===== src/rtl/gemm_pkg.sv =====
// Shared opcodes, field positions and encodings
// for the GEMM instruction sequencer.
package gemm_pkg;

    localparam logic [3:0] OP_LD       = 4'b0010;
    localparam logic [3:0] OP_ST       = 4'b0011;
    localparam logic [3:0] OP_GEMM     = 4'b0100;
    localparam logic [3:0] OP_DRAINSYS = 4'b0101;

    localparam logic [3:0] CTRL_IDLE   = 4'd0;
    localparam logic [3:0] CTRL_STEADY = 4'd1;
    localparam logic [3:0] CTRL_DRAIN  = 4'd3;

    localparam int OPCODE_ARRAY_INDEX  = 12;
    localparam int BUF_ID_ARRAY_INDEX  = 10;
    localparam int MEM_LOC_ARRAY_INDEX = 0;

    localparam logic [1:0] BUF_LEFT = 2'd0;
    localparam logic [1:0] BUF_TOP  = 2'd1;
    localparam logic [1:0] BUF_DOWN = 2'd2;
    localparam logic [1:0] BUF_BAD  = 2'd3;

    typedef enum logic [1:0] {
        S_IDLE,
        S_GEMM,
        S_DRAIN,
        S_STORE
    } state_t;

endpackage


===== src/rtl/gemm_sequencer_decode.sv =====
// Combinational split of an instruction into
// its fields plus one-hot op flags and an illegal flag.
module gemm_inst_decode
    import gemm_pkg::*;
#(
    parameter int INST_WIDTH = 16
) (
    input  logic [INST_WIDTH-1:0] inst,
    output logic [1:0]            buf_id,
    output logic [9:0]            mem_loc,
    output logic                  is_ld,
    output logic                  is_st,
    output logic                  is_gemm,
    output logic                  is_drain,
    output logic                  illegal
);

    logic [3:0] opcode;

    assign opcode   = inst[OPCODE_ARRAY_INDEX +: 4];
    assign buf_id   = inst[BUF_ID_ARRAY_INDEX +: 2];
    assign mem_loc  = inst[MEM_LOC_ARRAY_INDEX +: 10];

    assign is_ld    = (opcode == OP_LD) && (buf_id != BUF_BAD);
    assign is_st    = (opcode == OP_ST);
    assign is_gemm  = (opcode == OP_GEMM);
    assign is_drain = (opcode == OP_DRAINSYS);
    assign illegal  = !(is_ld || is_st || is_gemm || is_drain);

endmodule


===== src/rtl/gemm_sequencer.sv =====
// Instruction-driven controller that sequences the
// systolic array: windows, ctrl_state and down readout.
module gemm_sequencer
    import gemm_pkg::*;
#(
    parameter int NUM_ROW              = 4,
    parameter int NUM_COL              = 4,
    parameter int LOG2_SRAM_BANK_DEPTH = 5,
    parameter int CTRL_WIDTH           = 4,
    parameter int INST_WIDTH           = 16,
    parameter int DRAIN_CYCLES         = NUM_ROW + 2
) (
    input  logic                            clk,
    input  logic                            rst,
    input  logic                            i_inst_valid,
    input  logic [INST_WIDTH-1:0]           i_inst,
    output logic                            o_inst_ready,
    output logic [CTRL_WIDTH-1:0]           o_ctrl_state,
    output logic [LOG2_SRAM_BANK_DEPTH-1:0] o_top_rd_start,
    output logic [LOG2_SRAM_BANK_DEPTH-1:0] o_top_rd_end,
    output logic [LOG2_SRAM_BANK_DEPTH-1:0] o_left_rd_start,
    output logic [LOG2_SRAM_BANK_DEPTH-1:0] o_left_rd_end,
    output logic [LOG2_SRAM_BANK_DEPTH-1:0] o_down_rd_start,
    output logic [LOG2_SRAM_BANK_DEPTH-1:0] o_down_rd_end,
    output logic                            o_down_rd_en,
    output logic [LOG2_SRAM_BANK_DEPTH-1:0] o_down_rd_addr,
    output logic                            o_busy,
    output logic                            o_done,
    output logic                            o_err
);

    localparam int AW    = LOG2_SRAM_BANK_DEPTH;
    localparam int CNT_W = $clog2((2**AW) + NUM_ROW + NUM_COL + DRAIN_CYCLES + 1);

    state_t                state, state_n;
    logic [CTRL_WIDTH-1:0] ctrl_n;
    logic [AW-1:0]         ls_n, le_n, ts_n, te_n, ds_n, de_n;
    logic                  rd_en_n, busy_n, done_n, err_n, ready_n;
    logic [AW-1:0]         rd_addr_n;
    logic [CNT_W-1:0]      cnt, cnt_n;

    logic [1:0]            buf_id;
    logic [9:0]            mem_loc;
    logic                  is_ld, is_st, is_gemm, is_drain, illegal;
    logic [AW-1:0]         win_lo, win_hi, left_len;
    logic [CNT_W-1:0]      gemm_m1;

    gemm_inst_decode #(
        .INST_WIDTH(INST_WIDTH)
    ) u_dec (
        .inst     (i_inst),
        .buf_id   (buf_id),
        .mem_loc  (mem_loc),
        .is_ld    (is_ld),
        .is_st    (is_st),
        .is_gemm  (is_gemm),
        .is_drain (is_drain),
        .illegal  (illegal)
    );

    assign win_lo   = mem_loc[AW-1:0];
    assign win_hi   = mem_loc[2*AW-1:AW];
    assign left_len = o_left_rd_end - o_left_rd_start + 1'b1;
    // A zero-length window wraps to the full bank, hence the extra MSB.
    assign gemm_m1  = CNT_W'({left_len == '0, left_len})
                    + CNT_W'(NUM_ROW + NUM_COL - 2);

    always_comb begin
        state_n   = state;
        ctrl_n    = o_ctrl_state;
        ls_n      = o_left_rd_start;
        le_n      = o_left_rd_end;
        ts_n      = o_top_rd_start;
        te_n      = o_top_rd_end;
        ds_n      = o_down_rd_start;
        de_n      = o_down_rd_end;
        rd_en_n   = o_down_rd_en;
        rd_addr_n = o_down_rd_addr;
        err_n     = o_err;
        done_n    = 1'b0;
        cnt_n     = cnt;
        unique case (state)
            S_IDLE: begin
                if (i_inst_valid) begin
                    if (illegal) err_n = 1'b1;
                    unique case (1'b1)
                        is_ld: begin
                            case (buf_id)
                                BUF_LEFT: begin ls_n = win_lo; le_n = win_hi; end
                                BUF_TOP:  begin ts_n = win_lo; te_n = win_hi; end
                                BUF_DOWN: begin ds_n = win_lo; de_n = win_hi; end
                                default:  ;
                            endcase
                        end
                        is_gemm: begin
                            state_n = S_GEMM;
                            ctrl_n  = CTRL_WIDTH'(CTRL_STEADY);
                            cnt_n   = gemm_m1;
                        end
                        is_drain: begin
                            state_n = S_DRAIN;
                            ctrl_n  = CTRL_WIDTH'(CTRL_DRAIN);
                            cnt_n   = CNT_W'(DRAIN_CYCLES - 1);
                        end
                        is_st: begin
                            state_n   = S_STORE;
                            rd_en_n   = 1'b1;
                            rd_addr_n = o_down_rd_start;
                        end
                        default: ;
                    endcase
                end
            end
            S_GEMM, S_DRAIN: begin
                if (cnt == '0) begin
                    state_n = S_IDLE;
                    ctrl_n  = CTRL_WIDTH'(CTRL_IDLE);
                    done_n  = 1'b1;
                end else begin
                    cnt_n = cnt - 1'b1;
                end
            end
            S_STORE: begin
                if (o_down_rd_addr == o_down_rd_end) begin
                    state_n = S_IDLE;
                    rd_en_n = 1'b0;
                    done_n  = 1'b1;
                end else begin
                    rd_addr_n = o_down_rd_addr + 1'b1;
                end
            end
            default: state_n = S_IDLE;
        endcase
        busy_n  = (state_n != S_IDLE);
        ready_n = (state_n == S_IDLE);
    end

    always_ff @(posedge clk or posedge rst) begin
        if (rst) begin
            state           <= S_IDLE;
            o_ctrl_state    <= CTRL_WIDTH'(CTRL_IDLE);
            o_left_rd_start <= '0;
            o_left_rd_end   <= '0;
            o_top_rd_start  <= '0;
            o_top_rd_end    <= '0;
            o_down_rd_start <= '0;
            o_down_rd_end   <= '0;
            o_down_rd_en    <= 1'b0;
            o_down_rd_addr  <= '0;
            o_busy          <= 1'b0;
            o_done          <= 1'b0;
            o_err           <= 1'b0;
            o_inst_ready    <= 1'b1;
            cnt             <= '0;
        end else begin
            state           <= state_n;
            o_ctrl_state    <= ctrl_n;
            o_left_rd_start <= ls_n;
            o_left_rd_end   <= le_n;
            o_top_rd_start  <= ts_n;
            o_top_rd_end    <= te_n;
            o_down_rd_start <= ds_n;
            o_down_rd_end   <= de_n;
            o_down_rd_en    <= rd_en_n;
            o_down_rd_addr  <= rd_addr_n;
            o_busy          <= busy_n;
            o_done          <= done_n;
            o_err           <= err_n;
            o_inst_ready    <= ready_n;
            cnt             <= cnt_n;
        end
    end

endmodule

===== config.mk =====
export PLATFORM = sky130hd
export DESIGN_NAME = gemm_sequencer
export DESIGN_NICKNAME = d
export VERILOG_FILES = /design/src/rtl/gemm_pkg.sv /design/src/rtl/gemm_sequencer_decode.sv /design/src/rtl/gemm_sequencer.sv
export SDC_FILE = /design/constraint.sdc
export NUM_CORES = 1
export LEC_CHECK = 0
export BUFFER_PORTS_ARGS = -buffer_cell sky130_fd_sc_hd__buf_2
export CAP_MARGIN = 20
export CORE_MARGIN = 1.5
export CORE_UTILIZATION = 58
export DETAILED_ROUTE_END_ITERATION = 12
export GPL_TIMING_DRIVEN = 0
export HOLD_SLACK_MARGIN = 0.12
export PLACE_DENSITY = 0.85
export SLEW_MARGIN = 5
export SYNTH_ARGS = -nofsm -noshare
export SYNTH_HDL_FRONTEND = slang
export SYNTH_SLANG_ARGS = --single-unit

===== constraint.sdc =====
create_clock -name clk -period 4.4 [get_ports clk]
set_input_delay 0.88 -clock clk [delete_from_list [all_inputs] [get_ports clk]]
set_output_delay 0.88 -clock clk [all_outputs]
set_load 0.02 [all_outputs]

==> results of run 1 <==
## kinds of logic (layout without fill, tap and decap cells)
logic type,Yosys count,after routing,share of synthesized area
xor gates and xnor gates,10,10,0.0320
AOI/OAI and AO/OA,50,50,0.121
adders and majority gates,13,13,0.0622
muxes,36,36,0.146
and+or+nand+nor,62,62,0.130
DFF,50,50,0.458
other,1,2,0.00137
buffers and inverters,28,97,0.0494
## sequential cells by signal, summed over array words and instances, names as in the netlist, 2 cells and up
register,count
cnt,6
o_down_rd_addr,5
o_down_rd_end,5
o_down_rd_start,5
o_left_rd_end,5
o_left_rd_start,5
o_top_rd_end,5
o_top_rd_start,5
o_ctrl_state,2
state,2
## report_power, final
part | total (W) | internal (W) | switching (W)
Clock | 0.000280 | 0.000114 | 0.000166
Combinational | 0.000980 | 0.000416 | 0.000564
Sequential | 0.000700 | 0.000590 | 0.000110
Total | 0.00196 | 0.00112 | 0.000839
## area by class of cell
| cell class | instances | share of cell area |
|---|---|---|
| Sequential cell | 50 | 0.389 |
| Inverter | 20 | 0.0233 |
| Buffer | 8 | 0.0187 |
| Clock inverter | 3 | 0.00739 |
| Clock buffer | 5 | 0.0214 |
| Multi-Input combinational cell | 173 | 0.420 |
| Timing Repair Buffer | 61 | 0.0996 |
| Tap cell | 52 | 0.0202 |
## critical path: stages (launching register included)
cell and delay, ns:
dfrtp_1 0.41, ha_1 0.30, inv_1 0.07, ha_1 0.17
inv_1 0.06, fa_1 0.48, ha_1 0.23, nor2_1 0.13
nor3_1 0.06, a22o_1 0.22, a22o_1 0.23
## metal layers
layer  up-vias  global-route usage
met5         -                   0
met4         0               0.105
met3        11              0.0380
met2        64               0.388
met1      1038               0.307
li1       1019                   -
## Yosys cell counts (2+ instances only)
cell	instances	area [µm²]
nor3_2	2	20.0
xor2_1	2	17.5
o21ai_0	11	55.1
a21oi_1	14	70.1
buf_6	3	33.8
a22o_1	3	26.3
nor2_1	15	56.3
nand3b_1	4	30.0
nor3_1	6	30.0
a21o_1	3	22.5
a211oi_1	2	15.0
nand2_1	14	52.6
nand2b_1	4	25.0
dfrtp_1	49	1230
xnor2_1	8	70.1
ha_1	12	150
mux2i_1	5	50.1
a31oi_1	2	12.5
a211o_1	2	17.5
o22a_1	2	17.5
mux2_2	31	349
clkbuf_1	3	11.3
inv_1	20	75.1
nand3_1	4	20.0
buf_4	2	15.0
## per-stage QoR
| stage | cells | total power, W | hold slack, ns | cell area (µm²) |
|---|---|---|---|---|
| 3_3_place_gp | 363 | 0.00164 | 0.459 | 3100 |
| 5_1_grt | 372 | 0.00210 | 0.507 | 3220 |
| 2_1_floorplan | 251 | 0.00142 | 0.476 | 2740 |
| 4_1_cts | 372 | 0.00196 | 0.488 | 3220 |
| 3_5_place_dp | 364 | 0.00168 | 0.466 | 3120 |
| 6_report | 372 | 0.00196 | 0.481 | 3220 |
## cells in the final DEF, fill, tap and decap left out, drive strengths merged, types with 3 or more instances in the layout
cell type,n
ha,12
buf,66
inv,21
nand3,4
a21o,3
nand3b,4
mux2i,5
dfrtp,49
nand2,15
nand2b,4
a21oi,14
nor2,15
o21ai,11
a22o,3
clkbuf,8
mux2,31
xnor2,8
nor3,8
## worst max-delay path by stage
stage                            start      endpoint  slack [ns]  cells after the start
global placement                   rst  o_down_rd_en        1.73                      2
detailed placement  o_left_rd_start[1]        cnt[3]        1.96                     10
floorplan             o_left_rd_end[1]        cnt[3]        2.00                     11
CTS                 o_left_rd_start[1]        cnt[3]        1.92                     10
finish              o_left_rd_start[1]        cnt[3]        1.94                     10
global route        o_left_rd_start[1]        cnt[3]        1.80                     10
==> results.md, run 1 <==
- The highest ir drop seen on vdd is 357 µV.
- Row generation in the floorplan step produced 24 rows.
- In this run the power density over the cells is 609 nW/µm².
- From synthesis to final layout, the design area changed by 17.6%.
- In this run, CTS created clock tree buffers numbering 5.
- The initial utilization of the core area, before any placement, comes to 0.615.
- Static timing analysis puts the maximum clock frequency at 406 MHz.
- Among all flip-flop cells after synthesis, the most frequent one is dfrtp_1.
- In this run the remaining antenna-violating nets after routing total 0.
- The setup slack after layout is 1.94 ns.
- The width of the chip is 71.7 µm.
- The largest net degree at the start of global routing is 39.
- The first global-routing pass estimated 9.32 mm of wire.
- The number of max-slew violations in the final report came to 0.
- At the end of routability-driven placement, the weighted congestion stood at 0.934.
- The worst register-to-register path has a setup slack of 1.94 ns.
- Setup repair after global routing left no endpoint under its margin.
- Input and output buffers added on the ports amount to 60.
- The cts-stage hold buffer count is 0.
- The master cell of the clock root buffer is clkbuf_8.
- Measured against its own limit, the worst slew margin works out to 0.616.
- The footprint of the flip-flops and latches is 1250 µm².
- The startpoint of the lowest-slack register-to-register path is o_left_rd_start[1].
- The initial antenna violation count was 0.
- Summed over all failing endpoints, the final setup total negative slack is 0 ns.
- The first-pass iteration count of the detailed router is 8.
- The post-synthesis instance area is 2730 µm².
- The path class of the tightest hold or removal check is in2async.
- The buffer count from post-CTS setup fixing is 0.
- After detailed routing, the total wire length is 5.75 mm.
- The count of final hold-check violations is 0.
- The TritonCTS clock tree is built.
- The HPWL after detailed placement is 4.44 mm.
- Of the synthesized area, sequential elements account for 0.458.
- The detailed-routing wirelength on met1 is 2.53 mm.
- The die height is 71.7 µm.
- The final reports fail on DRC.
- For this run, the share of the core covered by cells in the final layout is 0.724.
- Pin placement for this block handled 63 I/O pins.
- At the later pin of the worst-skew pair, clock insertion delay measures 0.32 ns.
- The clock slew at the register clock pins of the worst setup and hold paths is 0.10 ns.
- The endpoint of the worst register-to-register path is cnt[3].
- At the pin with the least slew margin, the transition time is 0.577 ns.
- OpenSTA, run right after detailed placement, puts the worst setup slack at 1.96 ns.
- 0 antenna diodes ended up in the layout.
- The iteration-0 DRC count of the detailed router is 153.
- The via count of the first global-routing pass is 2,024.
- A synthesized cell averages 10.9 µm².
- The core region is 4440 µm².
- The highest layer used for signal routing is met4.
- The fraction of synthesis flops using an asynchronous set or reset pin is 1.00.
- The residual overflow from global routing is 0.
- The standby leakage power is 1.65 nW.
- The clock skew after layout is 0.0111 ns.
- The nature of the critical path startpoint is a flip-flop.
- The net count of the finished layout is 351.
- The count of unresolved DRC violations after routing is 3.
- The number of synthesized register bits is 50.
- STA puts the critical path data arrival time at 2.68 ns.
- The amount of wire on met2 after detailed routing is 2.80 mm.
- The path depth of the worst reg2reg path is 10.
- The flow ran to the end, but the final reports show violations.
- The routed wirelength normalized by instance count is 15.5 µm.
- The worst setup path category is reg2reg.
- The netlist uses 52 different library cells.
- At the worst endpoint, the required time is 4.62 ns.
- The final critical delay including setup and external delays is 2.46 ns.
- The filler cells instantiated in the layout total 331.
- The number of vias after detailed routing is 2,132.
- STA classifies the critical path endpoint as a flip-flop.
- The number of violations of the max-capacitance limit is 0.
- The number of H-tree branching levels is 2.
- Post-CTS repair changed the size of 0 cells.
- Setup violations remaining at the end of the flow were counted as 0.
- The number of flops mapped to enable cells by yosys is 0.
- The count of yosys warnings during synthesis is 0.
- Summing all multi-input logic gate instances after layout gives 1350 µm².
- The worst-path maximum fanout is 3.
- The share of final-layout standard cells stronger than drive strength 1 is 0.369.
- The cell count after synthesis is 250.
- Dividing the final minimum period by the clock period gives 0.560.
- For this design, the sink count on the clock tree is 50.
- The detailed route wirelength on metal3 is 262 µm.
- The global-route usage over all layers is 0.235.
- In the routed layout, each cell is associated on average with a via count of 5.73.
- No sink is reached through more buffers than the 2 on the longest clock path.
- The overall die area is 5130 µm².
Note: power is estimated with default switching activity, not from simulation.
==> run 2, diff against run 1 <==
--- a/config.mk
+++ b/config.mk
@@ -5,14 +5,15 @@
 export SDC_FILE = /design/constraint.sdc
 export NUM_CORES = 1
 export LEC_CHECK = 0
+export ABC_AREA = 1
 export BUFFER_PORTS_ARGS = -buffer_cell sky130_fd_sc_hd__buf_2
 export CAP_MARGIN = 20
 export CORE_MARGIN = 1.5
-export CORE_UTILIZATION = 58
+export CORE_UTILIZATION = 49
 export DETAILED_ROUTE_END_ITERATION = 12
 export GPL_TIMING_DRIVEN = 0
 export HOLD_SLACK_MARGIN = 0.12
-export PLACE_DENSITY = 0.85
+export PLACE_DENSITY = 0.76
 export SLEW_MARGIN = 5
 export SYNTH_ARGS = -nofsm -noshare
 export SYNTH_HDL_FRONTEND = slang
==> constraint.sdc (replaced) <==
create_clock -name clk -period 2.1 [get_ports clk]
set_input_delay 0.42 -clock clk [delete_from_list [all_inputs] [get_ports clk]]
set_output_delay 0.42 -clock clk [all_outputs]
set_load 0.02 [all_outputs]
==> results.md, run 2 <==
- The width of the chip is 79.2 µm (+10%).
- The worst-path maximum fanout came to 2 (-1).
- The residual overflow from global routing was 0 (unchanged).
- The endpoint of the worst hold-timing path is o_down_rd_start[3].
- The maximum buffer depth of the clock tree is 2 (unchanged).
- The top-area cell type share of the netlist area is 0.431 (-0.0172).
- The number of synthesized register bits came to 50 (unchanged).
- The number of max-slew violations in the final report was 0 (unchanged).
- The path depth of the worst reg2reg path came to 10 (unchanged).
- The final reports fail on setup timing.
- The detailed-routing wirelength on met1 is 2.98 mm (+17%).
- The placer's final routability congestion estimate is 0.866 (-7.2%).
- The iteration-0 DRC count of the detailed router is 98 (-36%).
- The average size of a mapped cell is 7.77 µm² (-29%).
- The cell sitting at the root of the clock tree is a clkbuf_8.
- The switching fraction of total power is 0.439 (+0.0108).
- The internal cell power was 0.00232 W (+110%).
- The wire length of the first global-routing pass came to 10.8 mm (+16%).
- The placed cell count is 500 (+37%).
- The count of final hold-check violations was 0 (unchanged).
- The die height came to 79.2 µm (+10%).
- The flip-flop count of the largest register, all copies and words added is 6 (unchanged).
- The post-synthesis instance area was 2840 µm² (+4.0%).
- The minimum hold slack was 0.409 ns (-0.0716 ns).
- The sort of element at the end of the critical path is a flip-flop.
- The count of buffers from port buffering was 60 (unchanged).
- The nature of the critical path startpoint is a flip-flop.
- The fraction of the cycle the final worst path needs is 1.03 (+0.466).
- The antenna diode count is 0 (unchanged).
- The total wire length is 6.28 mm (+9.3%).
- The number of cells in the finished layout apart from fillers was 514 (+38%).
- The class of the worst hold path is in2reg.
- The count of boundary I/O pins is 63 (unchanged).
- The overall die area came to 6270 µm² (+22%).
- The number of endpoints failing setup at the final stage is 2 (+2).
- The count of yosys warnings during synthesis is 0 (unchanged).
- The routed wirelength normalized by instance count came to 12.2 µm (-21%).
- The amount of wire on met2 after detailed routing is 2.91 mm (+3.9%).
- The switching power of the nets is 0.00182 W (+120%).
- The count of unresolved DRC violations after routing is 0 (-3).
- Ranked by instance count, the synthesized netlist is headed by nand2_1 (98), inv_1 (51), dfrtp_1 (49).
- The clock slew at the register clock pins of the worst setup and hold paths is 0.10 ns (about the same).
- The register with the most flip-flops is cnt.
- The standard cell core area came to 5540 µm² (+25%).
- The half-perimeter wire length of the detailed placement result came to 4.86 mm (+9.5%).
- The run finished, with violations left.
- The global-route usage over all layers is 0.216 (-0.0191).
- The standby leakage power is 1.85 nW (+12%).
- The power share of the combinational group is 0.490 (-0.010).
- Leaving out fill and tap cells, the most frequent cell in the layout is nand2_1.
- The ratio of total power to cell area is 1200 nW/µm² (+96%).
- After detailed routing, no signal wire sits above met4.
- The total clock buffers created by CTS is 5 (unchanged).
- The setup slack after layout is -0.0543 ns (-1.99 ns).
- The number of sinks handled by clock tree synthesis was 50 (unchanged).
- In the post-synthesis netlist, the biggest area contributors are dfrtp_1 (43%), nand2_1 (13%), o21ai_1 (6.9%).
- The final critical delay including setup and external delays came to 2.15 ns (-0.309 ns).
- The most frequently used flop master after synthesis is dfrtp_1.
- The number of nets at the end of the flow is 473 (+35%).
- The largest net degree at the start of global routing was 38 (-2.6%).
- The endpoint of the worst register-to-register path is cnt[5].
- The number of violations of the max-capacitance limit is 0 (unchanged).
- The TritonCTS clock tree is built.
- The number of flops mapped to enable cells by yosys came to 0 (unchanged).
- The clock latency on the worst-skew pair came to 0.30 ns (-0.02 ns).
- The worst-case register-to-register setup slack was -0.05 ns (-1.99 ns).
- The initial antenna violation count is 0 (unchanged).
- Setup repair after global routing could not meet its margin everywhere.
- The sequential group share of total power is 0.344 (-0.013).
- The startpoint of the worst hold path is i_inst[3].
- The per-cell via count in the routed design is 4.99 (-13%).
- The number of H-tree branching levels was 2 (unchanged).
- The cell count of the worst hold path is 3.
- The cell type with the largest total area after synthesis is dfrtp_1.
- The clock network power share is 0.166 (+0.023).
- The cell count after synthesis is 366 (+46%).
- The share of final-layout standard cells stronger than drive strength 1 is 0.278 (-0.0905).
- From synthesis to final layout, the design area changed by 21.6%.
- The first-pass iteration count of the detailed router was 4 (-4).
- The post-place setup slack is -0.162 ns (-2.13 ns).
- The highest achievable clock rate is 464 MHz (+14%).
- The clock skew after layout is 0.00574 ns (-0.00533 ns).
- The share of synthesized area occupied by flip-flops and latches is 0.441 (-0.0175).
- The cell with the most instances after synthesis is nand2_1.
- The setup path with the least slack is of type reg2reg.
- The final antenna-violating net count is 0 (unchanged).
- Leaving out fill and tap cells, the most frequent cells in the layout are nand2_1 (98), buf_2 (66), inv_1 (47), dfrtp_1 (47), o21ai_1 (39).
- The fraction of synthesis flops using an asynchronous set or reset pin is 1.00 (unchanged).
- The startpoint of the lowest-slack register-to-register path is o_left_rd_start[1].
- The highest ir drop seen on vdd came to 572 µV (+60%).
- The via count of the first global-routing pass was 2,387 (+18%).
- The number of vias after detailed routing is 2,567 (+20%).
- The starting density of the core came to 0.513 (-0.102).
- The data arrival time of the worst path was 2.38 ns (-0.30 ns).
- The number of core rows is 27 (+13%).
- The detailed route wirelength on metal3 is 337 µm (+29%).
- The data required time of the critical path came to 2.33 ns (-2.29 ns).
- The number of library cell types mapped by synthesis is 37 (-29%).
-- run 2: layout make-up --
class                           instances  area (µm²)
Buffer                                  9        52.6
Clock buffer                            5        68.8
Clock inverter                          3        45.0
Fill cell                             497        2080
Inverter                               62         243
Multi-Input combinational cell        246        1340
Sequential cell                        50        1250
Tap cell                               72        90.1
Timing Repair Buffer                   67         368
-- run 2: cell families after synthesis --
group	Yosys count	share of synthesized area
muxes	2	0.00704
other	1	0.00132
AOI/OAI and AO/OA	61	0.117
buffers and inverters	71	0.102
DFF	50	0.441
and+or+nand+nor	165	0.263
xor gates and xnor gates	3	0.00924
adders and majority gates	13	0.0599
-- run 2: worst max-delay path by stage --
stage                       startpoint                  to  slack (ns)
global placement                   rst  o_left_rd_start[1]       -0.33
detailed placement  o_left_rd_start[1]              cnt[5]       -0.16
finish              o_left_rd_start[1]              cnt[5]       -0.05
CTS                 o_left_rd_start[1]              cnt[5]       -0.05
global route          o_left_rd_end[1]              cnt[5]       -0.14
floorplan             o_left_rd_end[1]              cnt[5]       -0.11
-- run 2: per-stage QoR --
step / power, W / setup TNS, ns / utilization / area, µm²
after floorplan: 0.00291 / -0.222 / - / 2850
after global placement: 0.00332 / -9.22 / 0.586 / 3240
after detailed placement: 0.00339 / -0.368 / 0.589 / 3260
after CTS: 0.00413 / -0.0724 / 0.622 / 3450
after global routing: 0.00449 / -0.321 / 0.624 / 3460
final: 0.00413 / -0.0754 / 0.624 / 3460
-- run 2: repair_timing --
action	CTS	global route
hold endpoints to repair	12	0
pin swaps	5	5
resized for setup	3	3
hold buffers	1	0
setup buffers	5	0
endpoints found under the setup margin	4	4
cloned	0	0
-- run 2: worst max-delay path, cell delays in order, from the launching register on --
cell	delay, ns
dfrtp_2	0.44
ha_4	0.28
inv_4	0.03
ha_4	0.16
inv_4	0.05
fa_1	0.43
ha_2	0.19
or2_1	0.22
nand3_1	0.07
nand3_1	0.07
a21oi_1	0.15
-- run 2: power groups by stage --
stage	clock network [W]	logic (W)	registers, W
after detailed placement	0	0.00195	0.00144
after global placement	0	0.00189	0.00143
after CTS	0.000702	0.00201	0.00142
after global routing	0.000748	0.00227	0.00146
after floorplan	0	0.00130	0.00160
final	0.000685	0.00203	0.00142
-- run 2: per-layer routing --
| layer | track usage | up-vias |
|---|---|---|
| met1 | 0.303 | 1169 |
| met4 | 0.0456 | 0 |
| met2 | 0.346 | 80 |
| li1 | - | 1312 |
| met5 | 0 | - |
| met3 | 0.0460 | 6 |
